**src/rtl/core_biu_mem_arb.sv**
```systemverilog
// Memory-port arbiter between IFU and LSU: one outstanding transaction, grant locked until accepted.
// Define CORE_BIU_RR_EN for round-robin arbitration; otherwise LSU has fixed priority.
module core_biu_mem_arb #(
    parameter int XLEN    = 32,
    parameter int WMASK_W = XLEN / 8
) (
    input  logic               clk,
    input  logic               rst,
    input  logic               ifu_req_valid,
    output logic               ifu_req_ready,
    input  logic [XLEN-1:0]    ifu_req_addr,
    output logic               ifu_rsp_valid,
    output logic [XLEN-1:0]    ifu_rsp_rdata,
    input  logic               lsu_req_valid,
    output logic               lsu_req_ready,
    input  logic [XLEN-1:0]    lsu_req_addr,
    input  logic               lsu_req_wen,
    input  logic [XLEN-1:0]    lsu_req_wdata,
    input  logic [WMASK_W-1:0] lsu_req_wmask,
    output logic               lsu_rsp_valid,
    output logic [XLEN-1:0]    lsu_rsp_rdata,
    output logic               mem_req_valid,
    input  logic               mem_req_ready,
    output logic [XLEN-1:0]    mem_addr,
    output logic               mem_wen,
    output logic [XLEN-1:0]    mem_wdata,
    output logic [WMASK_W-1:0] mem_wmask,
    input  logic               mem_rsp_valid,
    input  logic [XLEN-1:0]    mem_rsp_rdata
);

    typedef enum logic [1:0] {
        S_IDLE,
        S_REQ,
        S_WAIT
    } state_t;

    // owner/last_grant/winner/sel encoding: 0 = IFU, 1 = LSU
    state_t state_q, state_d;
    logic   owner_q, owner_d;
    logic   last_grant_q, last_grant_d;
    logic   winner;
    logic   sel;
    logic   req_act;

    always_comb begin
        winner = 1'b0;
        if (ifu_req_valid && lsu_req_valid) begin
`ifdef CORE_BIU_RR_EN
            winner = ~last_grant_q;
`else
            winner = 1'b1;
`endif
        end else begin
            winner = lsu_req_valid;
        end
    end

    always_comb begin
        state_d       = state_q;
        owner_d       = owner_q;
        last_grant_d  = last_grant_q;
        sel           = owner_q;
        req_act       = 1'b0;
        ifu_rsp_valid = 1'b0;
        lsu_rsp_valid = 1'b0;
        case (state_q)
            S_IDLE: begin
                sel     = winner;
                req_act = ifu_req_valid | lsu_req_valid;
                if (req_act) begin
                    owner_d = winner;
                    if (mem_req_ready) begin
                        last_grant_d = winner;
                        state_d      = S_WAIT;
                    end else begin
                        state_d = S_REQ;
                    end
                end
            end
            S_REQ: begin
                req_act = 1'b1;
                if (mem_req_ready) begin
                    last_grant_d = owner_q;
                    state_d      = S_WAIT;
                end
            end
            S_WAIT: begin
                if (mem_rsp_valid) begin
                    ifu_rsp_valid = ~owner_q;
                    lsu_rsp_valid = owner_q;
                    state_d       = S_IDLE;
                end
            end
            default: state_d = S_IDLE;
        endcase
    end

    // IFU grants never write: write fields are forced to zero unless the LSU holds the port
    always_comb begin
        mem_req_valid = req_act;
        ifu_req_ready = req_act & ~sel & mem_req_ready;
        lsu_req_ready = req_act & sel & mem_req_ready;
        mem_addr      = req_act ? (sel ? lsu_req_addr : ifu_req_addr) : '0;
        mem_wen       = req_act & sel & lsu_req_wen;
        mem_wdata     = (req_act && sel) ? lsu_req_wdata : '0;
        mem_wmask     = (req_act && sel) ? lsu_req_wmask : '0;
        ifu_rsp_rdata = ifu_rsp_valid ? mem_rsp_rdata : '0;
        lsu_rsp_rdata = lsu_rsp_valid ? mem_rsp_rdata : '0;
    end

    always_ff @(posedge clk) begin
        if (rst) begin
            state_q      <= S_IDLE;
            owner_q      <= 1'b0;
            last_grant_q <= 1'b0;
        end else begin
            state_q      <= state_d;
            owner_q      <= owner_d;
            last_grant_q <= last_grant_d;
        end
    end

endmodule

```
**config.mk**
```make
export PLATFORM = sky130hd
export DESIGN_NAME = core_biu_mem_arb
export DESIGN_NICKNAME = d
export VERILOG_FILES = /design/src/rtl/core_biu_mem_arb.sv
export SDC_FILE = /design/constraint.sdc
export NUM_CORES = 1
export LEC_CHECK = 0
export ABC_CLOCK_PERIOD_IN_PS = 4050
export CAP_MARGIN = 0
export CELL_PAD_IN_SITES_DETAIL_PLACEMENT = 1
export CELL_PAD_IN_SITES_GLOBAL_PLACEMENT = 1
export CORE_MARGIN = 1.5
export CORE_UTILIZATION = 10
export DETAILED_ROUTE_END_ITERATION = 16
export GPL_ROUTABILITY_DRIVEN = 0
export PLACE_DENSITY = 0.95
export SYNTH_ARGS = -nofsm -noshare
export SYNTH_HDL_FRONTEND = slang
export SYNTH_SLANG_ARGS = --single-unit
```
**constraint.sdc**
```tcl
create_clock -name clk -period 4.05 [get_ports clk]
set_input_delay 0.6075 -clock clk [delete_from_list [all_inputs] [get_ports clk]]
set_output_delay 0.6075 -clock clk [all_outputs]
set_load 0.01 [all_outputs]
```
-- After elaboration in Yosys (flattened, before gate mapping)
Cells that the tools add are included.
- equality and inequality tests: 5
- muxes and demuxes: 18
- bitwise operators: 8
- reduce and logical (&&, ||, !) cells: 5
- operators by type and width (kind ; number):
    32-bit 2-to-1 mux ; 5
    2-bit 2-to-1 mux ; 4
    1-bit 2-to-1 mux ; 6
    2-bit inequality test (second input constant) ; 3
    2-bit one-hot mux with 3 select lines ; 1
    1-bit AND ; 5
    4-bit 2-to-1 mux ; 1
    3-bit AND reduction ; 1
    2-bit by 1-bit == test with 1-bit output (second input constant) ; 1
    2-bit == test (second input constant) ; 1
    1-bit logical AND ; 2
    2-bit zero test ; 1
    1-bit inverter ; 2
    1-bit one-hot mux with 2 select lines ; 1
    2-bit AND reduction ; 1
    1-bit bitwise OR ; 1
- register bits after elaboration: 3

-- Logic depth before layout (Yosys ltp)
Gate-level depths: netlist (run 1).
- depth after elaboration: 6
- mapped depth: 5

-- Worst setup path after synthesis (run 1)
OpenSTA, ideal clock, no wires.
- path kind: input -> output
- start point: in lsu_req_valid
- end point: out mem_addr[11]
- arrival time: 1525 ps
- path slack: 1918 ps
- stages: 4
- buffers on the path: 1
- cell sequence: or3b_4 > a21oi_4 > buf_6 > a22o_1
- word-level cells in the longest chain between the ends: 5
- elaborated cells on any way between the ends: 7
- ends and longest elaborated chain (item ; RTL line ; RTL):
    from (decl) ; 14 ; input logic lsu_req_valid,
    1-bit logical AND ; 48 ; if (ifu_req_valid && lsu_req_valid) begin
    1-bit 2-to-1 mux ; 48 ;
    1-bit 2-to-1 mux ; 67 ; case (state_q)
    32-bit 2-to-1 mux ; 104 ; mem_addr = req_act ? (sel ? lsu_req_addr : ifu_req_addr) : '0;
    32-bit 2-to-1 mux (*) ; 104 ;
    to (decl) ; 24 ; output logic [XLEN-1:0] mem_addr,
Every way passes the cells marked *; elsewhere a longest branch is shown, timed or not.

-- Final worst setup path (run 1)
- start point: in ifu_req_valid
- end point: out mem_addr[6]
- word-level cells in the longest chain between the ends: 5
- elaborated cells on any way between the ends: 7
- ends and longest elaborated chain (item ; RTL line ; RTL):
    from (decl) ; 9 ; input logic ifu_req_valid,
    1-bit logical AND ; 48 ;
    1-bit 2-to-1 mux ; 48 ;
    1-bit 2-to-1 mux ; 67 ;
    32-bit 2-to-1 mux ; 104 ;
    32-bit 2-to-1 mux (*) ; 104 ;
Marked as above.

==> key figures, run 1 <==
Status
  • Status: complete, no violations

Setup path
  • Crit. End Element: output pin
  • Crit path max fanout: 33
  • CP Class: input port to output pin
  • Worst Reg-to-Reg Cells: 3
  • R2R setup slack: between 2 and 3 ns
  • Req. time, crit path: 3.44 ns
  • R2R Path End: state_q[1]$_SDFFE_PP0P_
  • Worst r2r src: state_q[0]$_SDFFE_PP0P_
  • CP arrival: 2.80 ns
  • Critical Path Source Type: input port

Timing
  • Worst Skew: 0.001852 ns
  • Total negative setup slack: 0 ns
  • Tcrit/Tclk final: 0.8408
  • Tmin final: 3.405 ns
  • Fmax: 293.7 MHz
  • RSZ-0062 raised after global routing: false
  • Worst Tran Pin Value: 0.5755 ns
  • Hold WS: 0.6125 ns
  • Max Slew Vio Count: 0
  • Slew headroom: 0.6164
  • Final WS setup: 0.6448 ns
  • Finish-stage setup viols: 0
  • Hold Violations, Final: 0

Worst hold path
  • Hold Crit Start: owner_q$_SDFFE_PP0P_
  • Worst Hold Class: register to register
  • Hold Path Cell Cnt: 2
  • End point of the worst hold path: owner_q$_SDFFE_PP0P_

Power
  • Peak supply drop: 0.07965 mV
  • Leakage: 1.579 nW
  • Power Total: between 0.0006 and 0.0007 W
  • Cell Pwr Density: 158.2 nW/um^2

CTS
  • Clock Latency Late Sink: 0.23 ns
  • Setup bufs post-CTS: 0
  • Clk slew on worst S/H paths: 0.03 ns
  • Post-cts hold buffer count: 0
  • CTS Sinks: 3
  • H-tree levels: 1
  • Post-CTS Resized: 0
  • Root Buffer: clkbuf_16
  • Clk buf depth: 2
  • CTS tree: yes
  • Total CTS buffers: 3

Synthesis
  • Area leader, netlist: and2_1
  • Syn_nets: 312
  • Top cells by count, synth: 103 x and2_1, 18 x a22o_1, 14 x a22o_2, 12 x clkbuf_1, 4 x buf_6
  • Ys async rst share: 0
  • Synth top area share: 0.5234
  • Synth unique cells: 22
  • EDFF count, synth: 0
  • Sequential element share of the synthesized area: 0.04878
  • Most common cell in the netlist: and2_1
  • Yosys reg bits: 3
  • Ys flop type: dfxtp_1
  • Top cells by area, synth: and2_1 52%, a22o_1 13%, a22o_2 11%
  • Post-Synthesis Cells: around 170
  • Warnings, synthesis: 0
  • Mapped Area: approximately 1200 sq um
  • Syn_area_per_cell: 7.117 sq um

Drt
  • # DRC: 0
  • Detail Route Antenna Nets: 0
  • Met2 WL: 4841 microns
  • Avg WL per Cell: between 15 and 20 microns
  • Drt total wl: 9300 microns
  • Vias per cell: 4.015
  • Wl on met1: 3434 microns
  • Detailed Route Iter0 Violations: 93
  • Max layer used: met4
  • Via Count: 2349
  • Met3 WL: between 900 and 1000 microns
  • Drt first pass iters: 4

Layout
  • Ant diodes: 0
  • Fillers: around 1400
  • Sequential Area: around 60 sq um
  • Multi-input gate area: 1075 sq um
  • Area growth syn-to-layout: 241.1%
  • Share of layout cells above drive strength 1: 0.05936
  • # nets final: 578

Die
  • Starting density of the core: 0.1025
  • Die width: approximately 110 microns
  • DIE AREA: 12990 sq um
  • Rows: 40
  • Core footprint: around 12000 sq um
  • Die Span Y: 114.0 microns
  • # IOs: 277

Placed design
  • Dpl hpwl: just under 8000 microns
  • Port bufs: 276
  • Dpl ws: ~0.65 ns

Global routing
  • Grt ovf: 0
  • Number of antenna violations at the first check in global routing: 0
  • Vias in the first global route: 2504
  • First-pass GRT wire length: 13480 microns
  • Largest net degree at the start of global routing: 71
  • Gr usage total: 0.1303

Run
  • Maxcap violations: 0
[critical path, stage by stage]
cell and delay [ns]:
clkdlybuf4s50_1 0.51, or3b_4 0.40, a21oi_4 0.15, buf_4 0.35, a22o_2 0.20, clkdlybuf4s50_1 0.57
[final cells by class]
cell class              instances  area share
multi-input cells             151      0.2560
inverters                       1   0.0008939
well taps                     147     0.04380
repair buffers                279      0.6663
flip-flops and latches          3     0.01430
clock buffers                   4     0.01877
[registers in the layout (all words and copies together), names as in the netlist]
name     flops
owner_q      1
state_q      2
[report_power, final]
group          leakage, nW  switching, W  internal, W
sequential          0.0248    0.00000458    0.0000322
clock               0.0382     0.0000290     0.000130
combinational         1.52      0.000162     0.000307
[metal layers]
layer | vias up | track usage
met5 | - | 0
met4 | 0 | 0.02000
met3 | 6 | 0.03985
met2 | 141 | 0.2558
met1 | 1091 | 0.1376
li1 | 1111 | -
[worst max-delay path by stage]
stage | start | to | slack (ns) | depth (start not counted)
after global routing | ifu_req_valid | mem_addr[6] | 0.57 | 6
after global placement | ifu_req_valid | mem_addr[6] | 0.72 | 6
after CTS | ifu_req_valid | mem_addr[6] | 0.64 | 6
final | ifu_req_valid | mem_addr[6] | 0.64 | 6
after floorplan | lsu_req_valid | mem_addr[11] | 1.92 | 4
after detailed placement | ifu_req_valid | mem_addr[6] | 0.65 | 6
[layout by cell type (no fill, tap or decap), types with 2 or more instances in the layout]
cell type,n
nor2_1,2
clkbuf_16,3
and2_1,103
clkdlybuf4s50_1,276
a22o_2,14
dfxtp_1,3
a22o_1,18
buf_4,2
[metrics by stage]
stage	area, sq um	util	instances
2_1_floorplan	1231	-	173
3_3_place_gp	4120	0.3430	581
3_5_place_dp	4120	0.3430	581
4_1_cts	4199	0.3496	585
5_1_grt	4199	0.3496	585
6_report	4199	0.3496	585
[cell families (layout without fill, tap and decap cells)]
kind of cell / after synthesis / in the layout / synth area share
AO/OA/AOI/OAI: 36 / 36 / 0.2744
buffers and inverters: 19 / 284 / 0.08434
flip-flops: 3 / 3 / 0.04878
multiplexers: 1 / 1 / 0.008130
AND/OR/NAND/NOR: 114 / 114 / 0.5843
Power figures use the tool's default switching activity.
==> inputs of run 2 (changes only) <==
--- a/config.mk
+++ b/config.mk
@@ -5,7 +5,7 @@
 export SDC_FILE = /design/constraint.sdc
 export NUM_CORES = 1
 export LEC_CHECK = 0
-export ABC_CLOCK_PERIOD_IN_PS = 4050
+export ABC_CLOCK_PERIOD_IN_PS = 3400
 export CAP_MARGIN = 0
 export CELL_PAD_IN_SITES_DETAIL_PLACEMENT = 1
 export CELL_PAD_IN_SITES_GLOBAL_PLACEMENT = 1
==> constraint.sdc (replaced) <==
create_clock -name clk -period 3.4 [get_ports clk]
set_input_delay 0.51 -clock clk [delete_from_list [all_inputs] [get_ports clk]]
set_output_delay 0.51 -clock clk [all_outputs]
set_load 0.01 [all_outputs]
==> run 2 against run 1 <==
Compared with the run above: register-to-register slack got worse by 0.58 ns; critical path type unchanged; critical endpoint is now mem_addr[5]; clock skew down 0.00071 ns; highest routed layer unchanged; via count shrank 0.81%.
==> key figures, run 2 (synthesis results as in run 1) <==
Drt
  • Detail Route Antenna Nets: 0 (unchanged)
  • Via Count: 2330 (-0.81%)
  • Avg WL per Cell: 15.64 microns (-1.6%)
  • Drt first pass iters: 4 (unchanged)
  • # DRC: 0 (unchanged)
  • Detailed Route Iter0 Violations: 50 (-46%)
  • Vias per cell: 3.976 (-0.98%)
  • Drt total wl: 9164 microns (-1.5%)

Setup path
  • Max incr delay on CP: 0.54 ns (-0.03 ns)
  • Critical path's top delay family: buffers and inverters
  • Crit path top cell by count: clkdlybuf4s50_1
  • CP cell instances: clkdlybuf4s50_1, or3b_4, a21oi_4, buf_12, a22o_2, clkdlybuf4s50_1
  • R2R Path End: state_q[1]$_SDFFE_PP0P_
  • Req. time, crit path: 2.89 ns (-0.55 ns)
  • Crit. Startpoint: ifu_req_valid
  • CP Class: input port to output pin
  • Crit path max fanout: 33 (unchanged)
  • CP arrival: 2.51 ns (-0.29 ns)
  • Worst Reg-to-Reg Cells: 3 (unchanged)
  • Worst r2r src: state_q[0]$_SDFFE_PP0P_
  • R2R setup slack: 2.27 ns (-0.58 ns)
  • Worst Path Buf+Inv: 3 (unchanged)
  • Worst path slowest cell: clkdlybuf4s50_1
  • Crit. End Element: output pin
  • Critical Path Source Type: input port

Die
  • Die width: 114.0 microns (unchanged)
  • DIE AREA: 12990 sq um (unchanged)
  • Starting density of the core: 0.1025 (unchanged)
  • Core footprint: 12010 sq um (unchanged)
  • Rows: 40 (unchanged)
  • # IOs: 277 (unchanged)
  • Die Span Y: 114.0 microns (unchanged)

CTS
  • Clk slew on worst S/H paths: 0.03 ns (about the same)
  • H-tree levels: 1 (unchanged)
  • Post-CTS Resized: 0 (unchanged)
  • Total CTS buffers: 3 (unchanged)
  • Clk buf depth: 2 (unchanged)
  • CTS Sinks: 3 (unchanged)
  • Root Buffer: clkbuf_16
  • Clock Latency Late Sink: 0.22 ns (about the same)
  • Post-cts hold buffer count: 0 (unchanged)
  • Setup bufs post-CTS: 0 (unchanged)
  • CTS tree: yes

Timing
  • Finish-stage setup viols: 0 (unchanged)
  • Final WS setup: 0.3767 ns (-0.2681 ns)
  • Hold Violations, Final: 0 (unchanged)
  • Worst Tran Pin Value: 0.5683 ns (-0.007204 ns)
  • Max Slew Vio Count: 0 (unchanged)
  • Worst Skew: 0.001145 ns (-0.0007062 ns)
  • Fmax: between 300 and 400 MHz
  • Slew headroom: 0.6212 (+0.004802)
  • Hold WS: 0.6403 ns (+0.02783 ns)
  • Tcrit/Tclk final: 0.8892
  • Tmin final: 3.023 ns
  • Total negative setup slack: 0 ns (unchanged)
  • RSZ-0062 raised after global routing: false

Global routing
  • Vias in the first global route: 2477 (-1.1%)
  • Grt ovf: 0 (unchanged)
  • Largest net degree at the start of global routing: 47 (-34%)
  • First-pass GRT wire length: 13270 microns (-1.5%)
  • Gr usage total: 0.1287 (-0.001565)
  • Number of antenna violations at the first check in global routing: 0 (unchanged)

Layout
  • Share of layout cells above drive strength 1: 0.06150 (+0.002143)
  • # nets final: 579 (+0.17%)
  • Ant diodes: 0 (unchanged)
  • Area growth syn-to-layout: 242.7%
  • Regs by FF count: state_q: 2 flops, owner_q: 1 flops
  • Max reg flops: 2 (unchanged)
  • Commonest non-fill, non-tap cell in the layout: clkdlybuf4s50_1
  • Largest reg by FF count: state_q
  • Non-filler instance count after layout: 586 (+0.17%)
  • Final Util: 0.3513 (+0.001667)
  • Most frequent cells in the layout: 276 x clkdlybuf4s50_1, 103 x and2_1, 18 x a22o_1

Power
  • Leakage: 1.588 nW (+0.55%)
  • Peak supply drop: 0.1199 mV (+51%)
  • Cell Pwr Density: 188.3 nW/um^2 (+19%)

Worst hold path
  • End point of the worst hold path: owner_q$_SDFFE_PP0P_
  • Worst Hold Class: register to register
  • Hold Path Cell Cnt: 2 (unchanged)
  • Hold Crit Start: owner_q$_SDFFE_PP0P_

Placed design
  • Post-Place Cells: 582 (+0.17%)
  • Dpl hpwl: 7783 microns (+0.87%)
  • Port bufs: 276 (unchanged)
  • Dpl ws: 0.3628 ns (-0.2829 ns)

Run
  • Maxcap violations: 0 (unchanged)

Status
  • Status: complete, no violations
-- run 2: changes by cell type in the layout (fill, tap and decap cells not counted) --
cell,previous run,this run
buf_12,1,2
-- run 2: where the power goes --
group | internal [W] | switching (W) | total (W)
registers | 0.0000383 | 0.00000568 | 0.0000440
clock network | 0.000155 | 0.0000330 | 0.000188
logic | 0.000370 | 0.000192 | 0.000563
total | 0.000564 | 0.000231 | 0.000795
-- run 2: per-stage QoR --
stage	power [W]	instance area [sq um]
2_1_floorplan	0.0002308	1231
3_3_place_gp	0.0005972	4140
3_5_place_dp	0.0006121	4140
4_1_cts	0.0008057	4219
5_1_grt	0.0008383	4219
6_report	0.0007946	4219
-- run 2: cell type report --
class,count,area [sq um]
clock buffers,4,78.83
fillers,1409,7792
inverters,1,3.754
multi-input cells,151,1075
flip-flops and latches,3,60.06
well taps,147,183.9
repair buffers,280,2818
-- run 2: how the worst max path moves through the flow --
stage                   endpoint  depth (start not counted)
floorplan           mem_addr[11]                          4
global placement     mem_addr[6]                          6
detailed placement   mem_addr[6]                          6
CTS                  mem_addr[6]                          6
global route         mem_addr[6]                          6
finish               mem_addr[5]                          6
-- run 2: tightest hold or removal path, stage by stage, from the launching register on --
cell and delay [ns]:
dfxtp_1 0.33, a21bo_2 0.19, a21oi_1 0.06
-- run 2: metal layers --
metal | share of wire | track usage | vias to the layer above
li1 | - | - | 1115
met1 | 0.38 | 0.1380 | 1059
met2 | 0.51 | 0.2478 | 146
met3 | 0.10 | 0.04357 | 10
met4 | 0.0081 | 0.01833 | 0
met5 | 0 | 0 | -
